**config.mk**
```make
export PLATFORM = sky130hd
export DESIGN_NAME = spi_mem_loader
export DESIGN_NICKNAME = d
export VERILOG_FILES = /design/src/rtl/spi_mem_loader.sv
export SDC_FILE = /design/constraint.sdc
export NUM_CORES = 1
export LEC_CHECK = 0
export CAP_MARGIN = 20
export CORE_MARGIN = 1.5
export CORE_UTILIZATION = 51
export CTS_CLUSTER_DIAMETER = 120
export DETAILED_ROUTE_END_ITERATION = 16
export GPL_TIMING_DRIVEN = 0
export PLACE_DENSITY = 0.88
export SYNTH_ARGS = -nofsm -noshare
export SYNTH_HDL_FRONTEND = slang
export SYNTH_SLANG_ARGS = --single-unit
```
**constraint.sdc**
```tcl
create_clock -name clk_i -period 6.35 [get_ports clk_i]
set_input_delay 1.27 -clock clk_i [delete_from_list [all_inputs] [get_ports clk_i]]
set_output_delay 1.27 -clock clk_i [all_outputs]
set_load 0.01 [all_outputs]
```
**src/rtl/spi_mem_loader.sv**
```systemverilog
// Mode-0 SPI slave that turns host frames {cmd, addr, data} into word writes on the memory port.
// Define SPI_MEM_LOADER_READBACK_EN to add the single-word read command with dummy cycles.
module spi_mem_loader #(
   parameter int         ADDR_W    = 32,
   parameter int         DATA_W    = 32,
   parameter logic [7:0] CMD_WRITE = 8'h02,
   parameter logic [7:0] CMD_READ  = 8'h0B,
   parameter int         DUMMY_CYC = 32
) (
   input  logic              clk_i,
   input  logic              rst_i,
   input  logic              spi_sclk,
   input  logic              spi_cs,
   input  logic              spi_sdi0,
   output logic              spi_sdo0,
   output logic              mem_req_o,
   input  logic              mem_gnt_i,
   output logic              mem_we_o,
   output logic [ADDR_W-1:0] mem_addr_o,
   output logic [DATA_W-1:0] mem_wdata_o,
   output logic [3:0]        mem_be_o,
   input  logic [DATA_W-1:0] mem_rdata_i,
   input  logic              mem_rvalid_i,
   output logic              busy_o,
   output logic [15:0]       wr_cnt_o,
   output logic              err_o
);
   localparam int SH_W = (ADDR_W > DATA_W) ? ADDR_W : DATA_W;

`ifdef SPI_MEM_LOADER_READBACK_EN
   typedef enum logic [3:0] {IDLE, CMD, ADDR, DATA, REQ, WAIT, IGNORE, DUMMY, RESP} state_e;
`else
   typedef enum logic [3:0] {IDLE, CMD, ADDR, DATA, REQ, WAIT, IGNORE} state_e;
`endif

   state_e            state_q;
   logic [2:0]        sclk_q;
   logic [2:0]        cs_q;
   logic [1:0]        sdi_q;
   logic [5:0]        bit_cnt_q;
   logic [SH_W-1:0]   shift_q;
   logic [SH_W-1:0]   shift_d;
   logic              mem_req_q;
   logic              mem_we_q;
   logic [ADDR_W-1:0] mem_addr_q;
   logic [DATA_W-1:0] mem_wdata_q;
   logic [15:0]       wr_cnt_q;
   logic              err_q;
   logic              sclk_rise;
   logic              sclk_fall;
   logic              cs_fall;
   logic              cs_hi;
   logic              unused_s;

`ifdef SPI_MEM_LOADER_READBACK_EN
   logic              rd_q;
   logic              rvld_q;
   logic [DATA_W-1:0] rdata_q;
   logic [DATA_W-1:0] tx_q;
   logic              sdo_q;
   assign spi_sdo0 = sdo_q;
   assign unused_s = shift_q[SH_W-1];
`else
   assign spi_sdo0 = 1'b0;
   assign unused_s = ^{mem_rdata_i, mem_rvalid_i, shift_q[SH_W-1], sclk_fall, CMD_READ, DUMMY_CYC};
`endif

   // Synchronizers idle at sclk low and cs deasserted; sclk and cs keep one extra stage for edges.
   always_ff @(posedge clk_i or posedge rst_i) begin
      if (rst_i) begin
         sclk_q <= 3'b000;
         cs_q   <= 3'b111;
         sdi_q  <= 2'b00;
      end else begin
         sclk_q <= {sclk_q[1:0], spi_sclk};
         cs_q   <= {cs_q[1:0], spi_cs};
         sdi_q  <= {sdi_q[0], spi_sdi0};
      end
   end

   assign sclk_rise = sclk_q[1] & ~sclk_q[2];
   assign sclk_fall = ~sclk_q[1] & sclk_q[2];
   assign cs_fall   = cs_q[2] & ~cs_q[1];
   assign cs_hi     = cs_q[1];
   assign shift_d   = {shift_q[SH_W-2:0], sdi_q[1]};

   // Frame sequencer with registered memory-port outputs.
   always_ff @(posedge clk_i or posedge rst_i) begin
      if (rst_i) begin
         state_q     <= IDLE;
         bit_cnt_q   <= 6'd0;
         shift_q     <= '0;
         mem_req_q   <= 1'b0;
         mem_we_q    <= 1'b0;
         mem_addr_q  <= '0;
         mem_wdata_q <= '0;
         wr_cnt_q    <= 16'd0;
         err_q       <= 1'b0;
`ifdef SPI_MEM_LOADER_READBACK_EN
         rd_q        <= 1'b0;
         rvld_q      <= 1'b0;
         rdata_q     <= '0;
         tx_q        <= '0;
         sdo_q       <= 1'b0;
`endif
      end else begin
         case (state_q)
            IDLE: begin
               if (cs_fall) begin
                  state_q   <= CMD;
                  bit_cnt_q <= 6'd0;
               end
            end
            CMD: begin
               if (cs_hi) begin
                  err_q   <= 1'b1;
                  state_q <= IDLE;
               end else if (sclk_rise) begin
                  shift_q <= shift_d;
                  if (bit_cnt_q == 6'd7) begin
                     bit_cnt_q <= 6'd0;
                     if (shift_d[7:0] == CMD_WRITE) begin
                        state_q <= ADDR;
`ifdef SPI_MEM_LOADER_READBACK_EN
                        rd_q    <= 1'b0;
                     end else if (shift_d[7:0] == CMD_READ) begin
                        state_q <= ADDR;
                        rd_q    <= 1'b1;
`endif
                     end else begin
                        err_q   <= 1'b1;
                        state_q <= IGNORE;
                     end
                  end else begin
                     bit_cnt_q <= bit_cnt_q + 6'd1;
                  end
               end
            end
            ADDR: begin
               if (cs_hi) begin
                  err_q   <= 1'b1;
                  state_q <= IDLE;
               end else if (sclk_rise) begin
                  shift_q <= shift_d;
                  if (bit_cnt_q == 6'(ADDR_W - 1)) begin
                     bit_cnt_q  <= 6'd0;
                     mem_addr_q <= {shift_d[ADDR_W-1:2], 2'b00};
`ifdef SPI_MEM_LOADER_READBACK_EN
                     if (rd_q) begin
                        state_q   <= REQ;
                        mem_req_q <= 1'b1;
                        mem_we_q  <= 1'b0;
                        rvld_q    <= 1'b0;
                     end else begin
                        state_q <= DATA;
                     end
`else
                     state_q <= DATA;
`endif
                  end else begin
                     bit_cnt_q <= bit_cnt_q + 6'd1;
                  end
               end
            end
            DATA: begin
               if (cs_hi) begin
                  err_q   <= 1'b1;
                  state_q <= IDLE;
               end else if (sclk_rise) begin
                  shift_q <= shift_d;
                  if (bit_cnt_q == 6'(DATA_W - 1)) begin
                     bit_cnt_q   <= 6'd0;
                     state_q     <= REQ;
                     mem_req_q   <= 1'b1;
                     mem_we_q    <= 1'b1;
                     mem_wdata_q <= shift_d[DATA_W-1:0];
                  end else begin
                     bit_cnt_q <= bit_cnt_q + 6'd1;
                  end
               end
            end
            REQ: begin
               // A request is never abandoned: CS activity is ignored until the grant.
               if (mem_gnt_i) begin
                  mem_req_q <= 1'b0;
                  if (mem_we_q) begin
                     state_q <= WAIT;
                     if (wr_cnt_q != 16'hFFFF) begin
                        wr_cnt_q <= wr_cnt_q + 16'd1;
                     end
                  end else begin
`ifdef SPI_MEM_LOADER_READBACK_EN
                     state_q <= DUMMY;
`else
                     state_q <= WAIT;
`endif
                  end
               end
`ifdef SPI_MEM_LOADER_READBACK_EN
               if (!mem_we_q && sclk_rise) begin
                  bit_cnt_q <= bit_cnt_q + 6'd1;
               end
`endif
            end
            WAIT: begin
               if (cs_hi) begin
                  state_q <= IDLE;
               end
            end
            IGNORE: begin
               if (cs_hi) begin
                  state_q <= IDLE;
               end
            end
`ifdef SPI_MEM_LOADER_READBACK_EN
            DUMMY: begin
               if (mem_rvalid_i && !rvld_q) begin
                  rvld_q  <= 1'b1;
                  rdata_q <= mem_rdata_i;
               end
               if (cs_hi) begin
                  state_q <= IDLE;
               end else if (sclk_rise) begin
                  if (bit_cnt_q >= 6'(DUMMY_CYC - 1)) begin
                     bit_cnt_q <= 6'd0;
                     state_q   <= RESP;
                     tx_q      <= rvld_q ? rdata_q : DATA_W'(32'hDEADBEEF);
                     if (!rvld_q) begin
                        err_q <= 1'b1;
                     end
                  end else begin
                     bit_cnt_q <= bit_cnt_q + 6'd1;
                  end
               end
            end
            RESP: begin
               if (cs_hi) begin
                  state_q <= IDLE;
               end else if (sclk_fall) begin
                  sdo_q     <= tx_q[DATA_W-1];
                  tx_q      <= {tx_q[DATA_W-2:0], 1'b0};
                  bit_cnt_q <= bit_cnt_q + 6'd1;
                  if (bit_cnt_q == 6'(DATA_W - 1)) begin
                     state_q <= WAIT;
                  end
               end
            end
`endif
            default: begin
               state_q <= IDLE;
            end
         endcase
      end
   end

   assign mem_req_o   = mem_req_q;
   assign mem_we_o    = mem_we_q;
   assign mem_addr_o  = mem_addr_q;
   assign mem_wdata_o = mem_wdata_q;
   assign mem_be_o    = 4'hF;
   assign busy_o      = (state_q != IDLE);
   assign wr_cnt_o    = wr_cnt_q;
   assign err_o       = err_q;

endmodule

```
==> impl_metrics.py, run 1 <==
metrics = {
    "synthesis": {
        "synth_seq_cells": 129,
        "yosysWarningCount": 0,
        "syn_area_per_cell_um2": 12.4,
        "synthFlopType": "dfrtp_1",
        "ys_seq_area_share_pct": 60.7,
        "syn_inst": 431,
        "synth.distinct_cells": 48,
        "synth_edf_count": 0,
        "synth_area_mm2": 0.00532,
        "async_flop_share_pct": 100,
    },
    "route": {
        "num_vias": 3660,
        "wl_per_cell_um": 16.4,
        "drtAntennaViolNets": 0,
        "viasPerCell": 5.30,
        "firstDrtPassIters": 5,
        "drcViolationCount": 0,
        "drt-initial-drc-count": 182,
        "routed_wirelength_um": 11300,
    },
    "placed_design": {
        "gp_congestion": 0.897,
        "placed_cells": 660,
        "hpwlAfterDp_um": 7430,
        "portBuffers": 87,
    },
    "finish": {
        "syn_to_final_growth_pct": 30.9,
        "drive_above_1_share_pct": 19.3,
        "fin_nets": 584,
        "multi_input_area_mm2": 0.00195,
        "regArea_mm2": 0.00323,
        "diodes": 0,
        "final_common_cell": "dfrtp_1",
        "fillers": 741,
        "final_cell_mix": "dfrtp_1 (126), nand2_1 (105), clkdlybuf4s50_1 (87), mux2_2 (34), mux2_4 (20)",
        "final_cells": 691,
    },
    "power_and_ir_drop": {
        "p_sw_w": 0.000548,
        "p_leak_nw": 3.33,
        "clkPwrFrac_pct": 43.2,
        "pwr-share-comb_pct": 12.4,
        "seq_power_share_pct": 44.4,
        "swShare_pct": 26.1,
        "p_int_w": 0.00155,
        "ir_drop_v": 0.000195,
        "cellPowerDensity_mw_per_mm2": 301,
    },
    "sta": {
        "hold_viol_final": 0,
        "fmax_ghz": 0.298,
        "fin_setup_tns_ps": 0,
        "fin_crit_sh_pct": 52.9,
        "slew_headroom_pct": 51.3,
        "worst_pin_slew_ps": 724,
        "drv_slew": 0,
        "finClkSkew_ps": 8.33,
        "whs_ps": 348,
        "setup_viol": 0,
        "final.min_clock_period_ps": 3360,
        "rsz0062_at_grt": "false",
    },
    "floorplanning": {
        "die-area_mm2": 0.0111,
        "die_h_um": 105,
        "start_util_pct": 52.0,
        "placement_rows": 37,
        "io_pins": 128,
        "die_x_um": 105,
        "core_area_mm2": 0.0102,
    },
    "global_routing": {
        "grtUsageTotal_pct": 22.3,
        "grt_pass1_wl_um": 19000,
        "antenna_found_initial": 0,
        "grt_max_degree": 104,
        "grt-ovfl-total": 0,
        "grt_pass1_vias": 3775,
    },
    "min_path": {
        "min_to": "sdi_q[1]",
        "whs_path_depth": 0,
        "hold_class": "register to register",
        "worstHoldStart": "sdi_q[0]",
    },
    "clock_network": {
        "cts_resized": 0,
        "cts_setup_buffers": 0,
        "hold_buffers": 0,
        "clock-sinks": 129,
        "cts_buffer_depth": 2,
        "cts_buffers": 17,
        "htree_levels": 4,
        "clock_latency_ps": 520,
        "cts-root-buf": "clkbuf_8",
        "path_clk_slew_ps": 60,
        "cts_tree": "done",
    },
    "worst_setup_path": {
        "critPathLaunchType": "register",
        "worstPathArrival_ps": 2090,
        "crit_chain": "clkbuf_1, or3_1, clkdlybuf4s50_1",
        "reg2reg_slack_ps": 3840,
        "r2r-end": "mem_wdata_o[31]",
        "critPathCaptureType": "output pin",
        "r2r-start": "bit_cnt_q[0]",
        "crit_type": "register to output pin",
        "required_ps": 5080,
        "slowest_stage": "clkdlybuf4s50_1",
        "slowest_delay_ps": 490,
        "worstPathMaxFanout": 10,
        "r2r_cells": 7,
    },
    "flow_run": {
        "maxCapViolations": 0,
    },
    "status": {
        "status": "complete, no violations",
    },
}
[cells in the mapped netlist, drive strengths merged, types with 2 or more instances]
library cell,instances,area share (%)
nor4,6,1.1
nand2b,5,0.59
dfrtp,126,59
clkbuf,11,0.78
nand4,6,0.71
or2,2,0.23
and3,2,0.23
and4,6,0.99
nand2,107,7.6
nor3b,3,0.42
xor2,3,0.49
mux2,63,15
o21ai,6,0.56
a31oi,2,0.23
nor2,9,0.63
or3,6,0.71
buf,15,2.2
a21oi,2,0.19
nor4b,2,0.45
xnor2,13,2.1
ha,2,0.47
nor3,4,0.38
conb,2,0.14
nand3,9,0.85
o211ai,2,0.28
dfstp,3,1.5
[area by class of cell]
class                   count  share of cell area (%)
plain buffers              26                    2.30
clock buffers              25                    6.80
clock inverters             6                    1.15
inverters                   1                   0.126
multi-input cells         280                    27.9
flip-flops and latches    129                    46.4
well taps                 136                    2.44
repair buffers             88                    12.9
[critical path, delay by kind of cell, from the launching register on]
| family | cells | cell delay (ps) |
|---|---|---|
| buffers and inverters | 2 | 740 |
| and+or+nand+nor | 1 | 400 |
| DFF | 1 | 440 |
[power by group through the flow]
stage / registers, W / logic (W) / clock network [W]
5_1_grt: 0.000939 / 0.000288 / 0.000965
3_5_place_dp: 0.000942 / 0.000253 / 0
3_3_place_gp: 0.000937 / 0.000234 / 0
6_report: 0.000933 / 0.000260 / 0.000908
4_1_cts: 0.000930 / 0.000257 / 0.000924
2_1_floorplan: 0.000925 / 0.000186 / 0
[per-layer routing]
metal  vias up  track usage [%]  part of all wire, %
met3        21             7.05                  5.2
met2       113             37.0                   51
met4         0             9.88                  1.8
met1      1838             26.7                   42
li1       1688                -                    -
met5         -                0                    0
[through the flow]
stage | util, % | setup slack [ps] | area [um2] | power (W)
after detailed placement | 62.7 | 3370 | 6420 | 0.00119
after global placement | 62.4 | 106 | 6380 | 0.00117
final | 68.1 | 2990 | 6970 | 0.00210
after floorplan | - | 1640 | 5340 | 0.00111
after global routing | 68.1 | 2900 | 6970 | 0.00219
after CTS | 68.1 | 2990 | 6970 | 0.00211
[cells by family (layout without fill, tap and decap cells)]
| group | count (synthesis) | count (layout) | synth area share [%] |
|---|---|---|---|
| adders and majority gates | 2 | 2 | 0.470 |
| AOI/OAI and AO/OA | 22 | 22 | 2.87 |
| DFF | 129 | 129 | 60.7 |
| and+or+nand+nor | 169 | 169 | 15.2 |
| muxes | 64 | 64 | 14.9 |
| buffers and inverters | 27 | 146 | 3.08 |
| other | 2 | 7 | 0.141 |
| xor gates and xnor gates | 16 | 16 | 2.63 |
[sequential cells by signal, indices dropped and copies added (netlist names)]
register and count:
state_q 3, mem_wdata_o 32, mem_req_o 1, bit_cnt_q 6, sclk_q 3, err_o 1
mem_we_o 1, wr_cnt_o 16, shift_q 31, sdi_q 2, mem_addr_o 30, cs_q 3
[how the worst max path moves through the flow]
stage                     from        endpoint  slack, ps
floorplan                rst_i    bit_cnt_q[0]       1640
global placement         rst_i  mem_addr_o[29]        110
detailed placement   mem_gnt_i    wr_cnt_o[14]       3370
CTS                 state_q[2]          busy_o       2990
global route        state_q[2]          busy_o       2900
finish              state_q[2]          busy_o       2990
Note: power is estimated with default switching activity, not from simulation.
==> run 2: changes to the inputs <==
--- a/config.mk
+++ b/config.mk
@@ -7,11 +7,11 @@
 export LEC_CHECK = 0
 export CAP_MARGIN = 20
 export CORE_MARGIN = 1.5
-export CORE_UTILIZATION = 51
+export CORE_UTILIZATION = 45
 export CTS_CLUSTER_DIAMETER = 120
 export DETAILED_ROUTE_END_ITERATION = 16
 export GPL_TIMING_DRIVEN = 0
-export PLACE_DENSITY = 0.88
+export PLACE_DENSITY = 0.82
 export SYNTH_ARGS = -nofsm -noshare
 export SYNTH_HDL_FRONTEND = slang
 export SYNTH_SLANG_ARGS = --single-unit
==> constraint.sdc (replaced) <==
create_clock -name clk_i -period 3 [get_ports clk_i]
set_input_delay 0.6 -clock clk_i [delete_from_list [all_inputs] [get_ports clk_i]]
set_output_delay 0.6 -clock clk_i [all_outputs]
set_load 0.01 [all_outputs]
==> impl_metrics.py, run 2 (synthesis gave the netlist of run 1 again) <==
metrics = {
    "worst_setup_path": {
        "worstPathArrival_ps": 1960,
        "worst-path-buf-inv": 2,
        "r2r-end": "mem_wdata_o[12]",
        "r2r-start": "bit_cnt_q[0]",
        "slowest_delay_ps": 480,
        "critPathCaptureType": "output pin",
        "crit_chain": "clkbuf_1, or3_1, clkdlybuf4s50_1",
        "crit_type": "register to output pin",
        "required_ps": 2400,
        "slowest_stage": "clkdlybuf4s50_1",
        "r2r_cells": 7,
        "cp_top_family": "buffers and inverters",
        "reg2reg_slack_ps": 470,
        "critPathLaunchType": "register",
        "crit_start": "state_q[2]",
        "worstPathMaxFanout": 10,
    },
    "route": {
        "drcViolationCount": 0,
        "drtAntennaViolNets": 0,
        "wl_per_cell_um": 15.9,
        "viasPerCell": 5.20,
        "drt-initial-drc-count": 186,
        "firstDrtPassIters": 5,
        "num_vias": 3642,
        "routed_wirelength_um": 11200,
    },
    "finish": {
        "largest_register_ffs": 32,
        "final_cell_mix": "dfrtp_1 (126), nand2_1 (105), clkdlybuf4s50_1 (87), mux2_2 (34), mux2_4 (20)",
        "drive_above_1_share_pct": 20.3,
        "diodes": 0,
        "fillers": 872,
        "fin_nets": 586,
        "syn_to_final_growth_pct": 33.6,
        "final_cells": 701,
        "final_common_cell": "dfrtp_1",
    },
    "power_and_ir_drop": {
        "p_int_w": 0.00359,
        "p_sw_w": 0.00118,
        "clkPwrFrac_pct": 47.3,
        "cellPowerDensity_mw_per_mm2": 672,
        "ir_drop_v": 0.000375,
        "swShare_pct": 24.8,
        "p_leak_nw": 3.38,
        "pwr-share-comb_pct": 11.4,
        "seq_power_share_pct": 41.3,
        "total_power_w": 0.00477,
    },
    "placed_design": {
        "portBuffers": 87,
        "pre_cts_slack_ps": 470,
        "hpwlAfterDp_um": 7700,
        "gp_congestion": 0.840,
        "placed_cells": 669,
    },
    "min_path": {
        "min_to": "sdi_q[1]",
        "worstHoldStart": "sdi_q[0]",
        "hold_class": "register to register",
        "whs_path_depth": 0,
    },
    "clock_network": {
        "clock-sinks": 129,
        "cts-root-buf": "clkbuf_16",
        "hold_buffers": 0,
        "path_clk_slew_ps": 50,
        "clock_latency_ps": 410,
        "cts_buffer_depth": 2,
        "cts_setup_buffers": 0,
        "cts_resized": 0,
        "cts_buffers": 17,
        "cts_tree": "done",
        "htree_levels": 4,
    },
    "sta": {
        "hold_viol_final": 0,
        "drv_slew": 0,
        "worst_pin_slew_ps": 748,
        "fmax_ghz": 0.390,
        "rsz0062_at_grt": "false",
        "finClkSkew_ps": 6.16,
        "whs_ps": 351,
        "final.min_clock_period_ps": 2560,
        "worst_slack_ps": 436,
        "fin_crit_sh_pct": 85.5,
        "fin_setup_tns_ps": 0,
        "slew_headroom_pct": 49.7,
        "setup_viol": 0,
    },
    "global_routing": {
        "antenna_found_initial": 0,
        "grt-ovfl-total": 0,
        "grt_pass1_vias": 3757,
        "grtUsageTotal_pct": 18.6,
        "grt_max_degree": 39,
        "grt_pass1_wl_um": 18400,
    },
    "floorplanning": {
        "placement_rows": 39,
        "die_h_um": 112,
        "die_x_um": 112,
        "io_pins": 128,
        "die-area_mm2": 0.0125,
        "core_area_mm2": 0.0115,
        "start_util_pct": 46.4,
    },
    "status": {
        "status": "complete, no violations",
    },
    "flow_run": {
        "maxCapViolations": 0,
    },
}
-- run 2: cell types whose count changed in the layout (fill, tap and decap cells not counted), sizes merged --
cell,before,now
buf,16,18
bufinv,2,5
clkbuf,36,33
clkinv,4,3
clkinvlp,0,3
inv,1,0
-- run 2: layout make-up --
| cell class | instances | area (um2) | area share (%) |
|---|---|---|---|
| buffer | 26 | 160 | 2.25 |
| clock buffer | 22 | 474 | 6.67 |
| clock inverter | 10 | 180 | 2.53 |
| inverter | 1 | 7.51 | 0.106 |
| multi-input combinational | 280 | 1950 | 27.4 |
| sequential | 129 | 3230 | 45.5 |
| tap | 143 | 179 | 2.52 |
| timing repair buffer | 90 | 931 | 13.1 |
-- run 2: how the worst max path moves through the flow --
stage,end,cells after the start
final,busy_o,3
after global routing,mem_wdata_o[8],7
after CTS,busy_o,3
after detailed placement,mem_wdata_o[11],7
after global placement,wr_cnt_o[12],2
after floorplan,bit_cnt_q[0],1
-- run 2: metrics by stage --
stage | area [um2] | utilization [%]
after floorplan | 5350 | -
after global placement | 6400 | 55.8
after detailed placement | 6460 | 56.3
after CTS | 7110 | 62.0
after global routing | 7110 | 62.0
final | 7110 | 62.0
-- run 2: routing by layer --
layer,share of wire [%],up-vias,global-route usage [%],wire (um)
li1,-,1685,-,-
met1,43,1816,23.1,4780
met2,50,120,30.9,5620
met3,5.3,21,5.72,587
met4,1.6,0,6.58,184
met5,0,-,0,0
-- run 2: worst reg2reg max path, stage by stage (launching register included) --
cell and delay (ps):
dfrtp_1 390, ha_1 220, nand2_2 80, or3_1 330, buf_2 170, nor4_4 620, buf_6 290, mux2_4 320
-- run 2: power by group through the flow --
stage	registers, W	clock network, W	logic (W)
after floorplan	0.00196	0	0.000393
after global placement	0.00199	0	0.000494
after detailed placement	0.00199	0	0.000536
after CTS	0.00197	0.00229	0.000542
after global routing	0.00199	0.00237	0.000605
final	0.00197	0.00226	0.000544
==> run 3: changes to the inputs <==
--- a/config.mk
+++ b/config.mk
@@ -5,6 +5,7 @@
 export SDC_FILE = /design/constraint.sdc
 export NUM_CORES = 1
 export LEC_CHECK = 0
+export ABC_AREA = 1
 export CAP_MARGIN = 20
 export CORE_MARGIN = 1.5
 export CORE_UTILIZATION = 45
==> impl_metrics.py, run 3 <==
metrics = {
    "sta": {
        "final.min_clock_period_ps": 2270,
        "setup_viol": 0,
        "finClkSkew_ps": 11.8,
        "fin_setup_tns_ps": 0,
        "rsz0062_at_grt": "false",
        "drv_slew": 0,
        "slew_headroom_pct": 50.0,
        "fin_crit_sh_pct": 75.7,
        "fmax_ghz": 0.440,
        "worst_pin_slew_ps": 749,
        "hold_viol_final": 0,
    },
    "global_routing": {
        "antenna_found_initial": 0,
        "grt-ovfl-total": 0,
        "grt_max_degree": 37,
        "grtUsageTotal_pct": 20.8,
        "grt_pass1_wl_um": 21500,
        "grt_pass1_vias": 4510,
    },
    "worst_setup_path": {
        "required_ps": 2400,
        "critPathLaunchType": "register",
        "r2r-start": "wr_cnt_o[0]",
        "r2r-end": "wr_cnt_o[15]",
        "worstPathMaxFanout": 5,
        "cp_num_cells": 3,
        "cp_top_family": "buffers and inverters",
        "r2r_cells": 11,
        "slowest_delay_ps": 490,
        "slowest_stage": "clkdlybuf4s50_1",
        "worstPathArrival_ps": 1670,
        "worst-path-buf-inv": 1,
        "crit_chain": "nor2_4, nand2_1, clkdlybuf4s50_1",
        "crit_type": "register to output pin",
        "reg2reg_slack_ps": 1210,
        "critPathCaptureType": "output pin",
    },
    "finish": {
        "fin_nets": 780,
        "fin_area_mm2": 0.00744,
        "final_cell_mix": "nand2_1 (208), dfrtp_1 (126), clkdlybuf4s50_1 (87), inv_1 (51), o21ai_0 (47)",
        "final_common_cell": "nand2_1",
        "syn_to_final_growth_pct": 31.7,
        "largest_register_ffs": 32,
        "drive_above_1_share_pct": 15.3,
        "diodes": 0,
        "fillers": 1032,
    },
    "route": {
        "wl_per_cell_um": 13.8,
        "num_vias": 4521,
        "viasPerCell": 4.91,
        "drtAntennaViolNets": 0,
        "routed_wirelength_um": 12700,
        "firstDrtPassIters": 5,
        "drt-initial-drc-count": 272,
        "drcViolationCount": 0,
    },
    "synthesis": {
        "async_flop_share_pct": 100,
        "syn_area_per_cell_um2": 9.04,
        "synth_top_area_cell": "dfrtp_1",
        "netlist.area_leader.share_pct": 55.8,
        "ys_seq_area_share_pct": 57.2,
        "synth.distinct_cells": 31,
        "synthFlopType": "dfrtp_1",
        "synth_common_cells": "nand2_1 (208), dfrtp_1 (126), inv_1 (52)",
        "syn_inst": 625,
        "yosysWarningCount": 0,
        "synth_edf_count": 0,
        "synth_area_mm2": 0.00565,
        "synth_area_leaders": "dfrtp_1 (56%), nand2_1 (14%), o21ai_0 (4.2%), o21ai_2 (3.6%), inv_1 (3.5%)",
        "synth_seq_cells": 129,
        "yosysMostFrequentCell": "nand2_1",
    },
    "floorplanning": {
        "core_area_mm2": 0.0121,
        "start_util_pct": 46.7,
        "die_h_um": 115,
        "die-area_mm2": 0.0132,
        "die_x_um": 115,
        "placement_rows": 40,
        "io_pins": 128,
    },
    "power_and_ir_drop": {
        "cellPowerDensity_mw_per_mm2": 632,
        "ir_drop_v": 0.000309,
        "p_leak_nw": 3.38,
    },
    "clock_network": {
        "cts_buffer_depth": 2,
        "cts-root-buf": "clkbuf_16",
        "htree_levels": 4,
        "hold_buffers": 0,
        "path_clk_slew_ps": 60,
        "clock-sinks": 129,
        "cts_resized": 0,
        "cts_setup_buffers": 0,
        "cts_tree": "done",
        "cts_buffers": 17,
        "clock_latency_ps": 420,
    },
    "status": {
        "status": "complete, no violations",
    },
    "flow_run": {
        "maxCapViolations": 0,
    },
    "min_path": {
        "hold_class": "register to register",
        "min_to": "sdi_q[1]",
        "worstHoldStart": "sdi_q[0]",
        "whs_path_depth": 0,
    },
    "placed_design": {
        "dpl_cell_area_mm2": 0.00681,
        "hpwlAfterDp_um": 8840,
        "portBuffers": 87,
        "gp_congestion": 0.853,
    },
}
## run 3: changes by cell type after synthesis, sizes merged, moves of 9 or more
cell | before | now
nand3 | 9 | 24
o21ai | 6 | 101
nand2 | 107 | 216
nor2 | 9 | 38
mux2 | 63 | 0
clkbuf | 11 | 2
buf | 15 | 27
inv | 1 | 58
## run 3: kinds of logic (layout without fill, tap and decap cells)
group           after synthesis  after routing  synth area share [%]
flops                       129            129                  57.2
simple gates                285            285                  21.5
compound gates              108            108                  11.2
buf+inv                      87            209                  7.60
xor+xnor                     12             12                  1.86
other cells                   2              7                 0.133
fa+ha+maj                     2              2                 0.443
## run 3: power by group
group | internal [W] | leakage [nW] | switching (W)
registers | 0.00181 | 1.77 | 0.0000689
logic | 0.000210 | 1.31 | 0.000430
clock network | 0.00136 | 0.307 | 0.000826
## run 3: area by class of cell
type                       instances  area [um2]  share of cell area [%]
clock inverter                    14         190                    2.56
clock buffer                      18         439                    5.90
multi-input combinational        414        2010                    27.0
buffer                            29         211                    2.84
sequential                       129        3230                    43.4
timing repair buffer              90         931                    12.5
tap                              168         210                    2.82
inverter                          58         221                    2.98
## run 3: per-layer routing
| layer | global-route usage, % | wire length [um] | share of wire, % | vias up |
|---|---|---|---|---|
| li1 | - | - | - | 2201 |
| met1 | 26.7 | 5610 | 44 | 2184 |
| met2 | 34.8 | 6300 | 50 | 118 |
| met3 | 4.27 | 553 | 4.4 | 18 |
| met4 | 7.98 | 178 | 1.4 | 0 |
| met5 | 0 | 0 | 0 | - |
## run 3: how the worst max path moves through the flow
| stage | from | end | slack (ps) |
|---|---|---|---|
| after detailed placement | rst_i | mem_wdata_o[13] | 970 |
| after global routing | state_q[1] | busy_o | 660 |
| after global placement | rst_i | mem_addr_o[9] | -250 |
| final | state_q[1] | busy_o | 730 |
| after CTS | state_q[1] | busy_o | 710 |
| after floorplan | rst_i | bit_cnt_q[0] | 810 |
## run 3: stage by stage
stage	hold slack [ps]	worst slack [ps]	total power (W)	instances	util [%]
after global placement	333	-252	0.00251	885	55.8
final	349	729	0.00471	920	61.5
after CTS	351	712	0.00473	920	61.5
after floorplan	331	807	0.00237	630	-
after detailed placement	338	970	0.00254	888	56.3
after global routing	357	663	0.00491	920	61.5
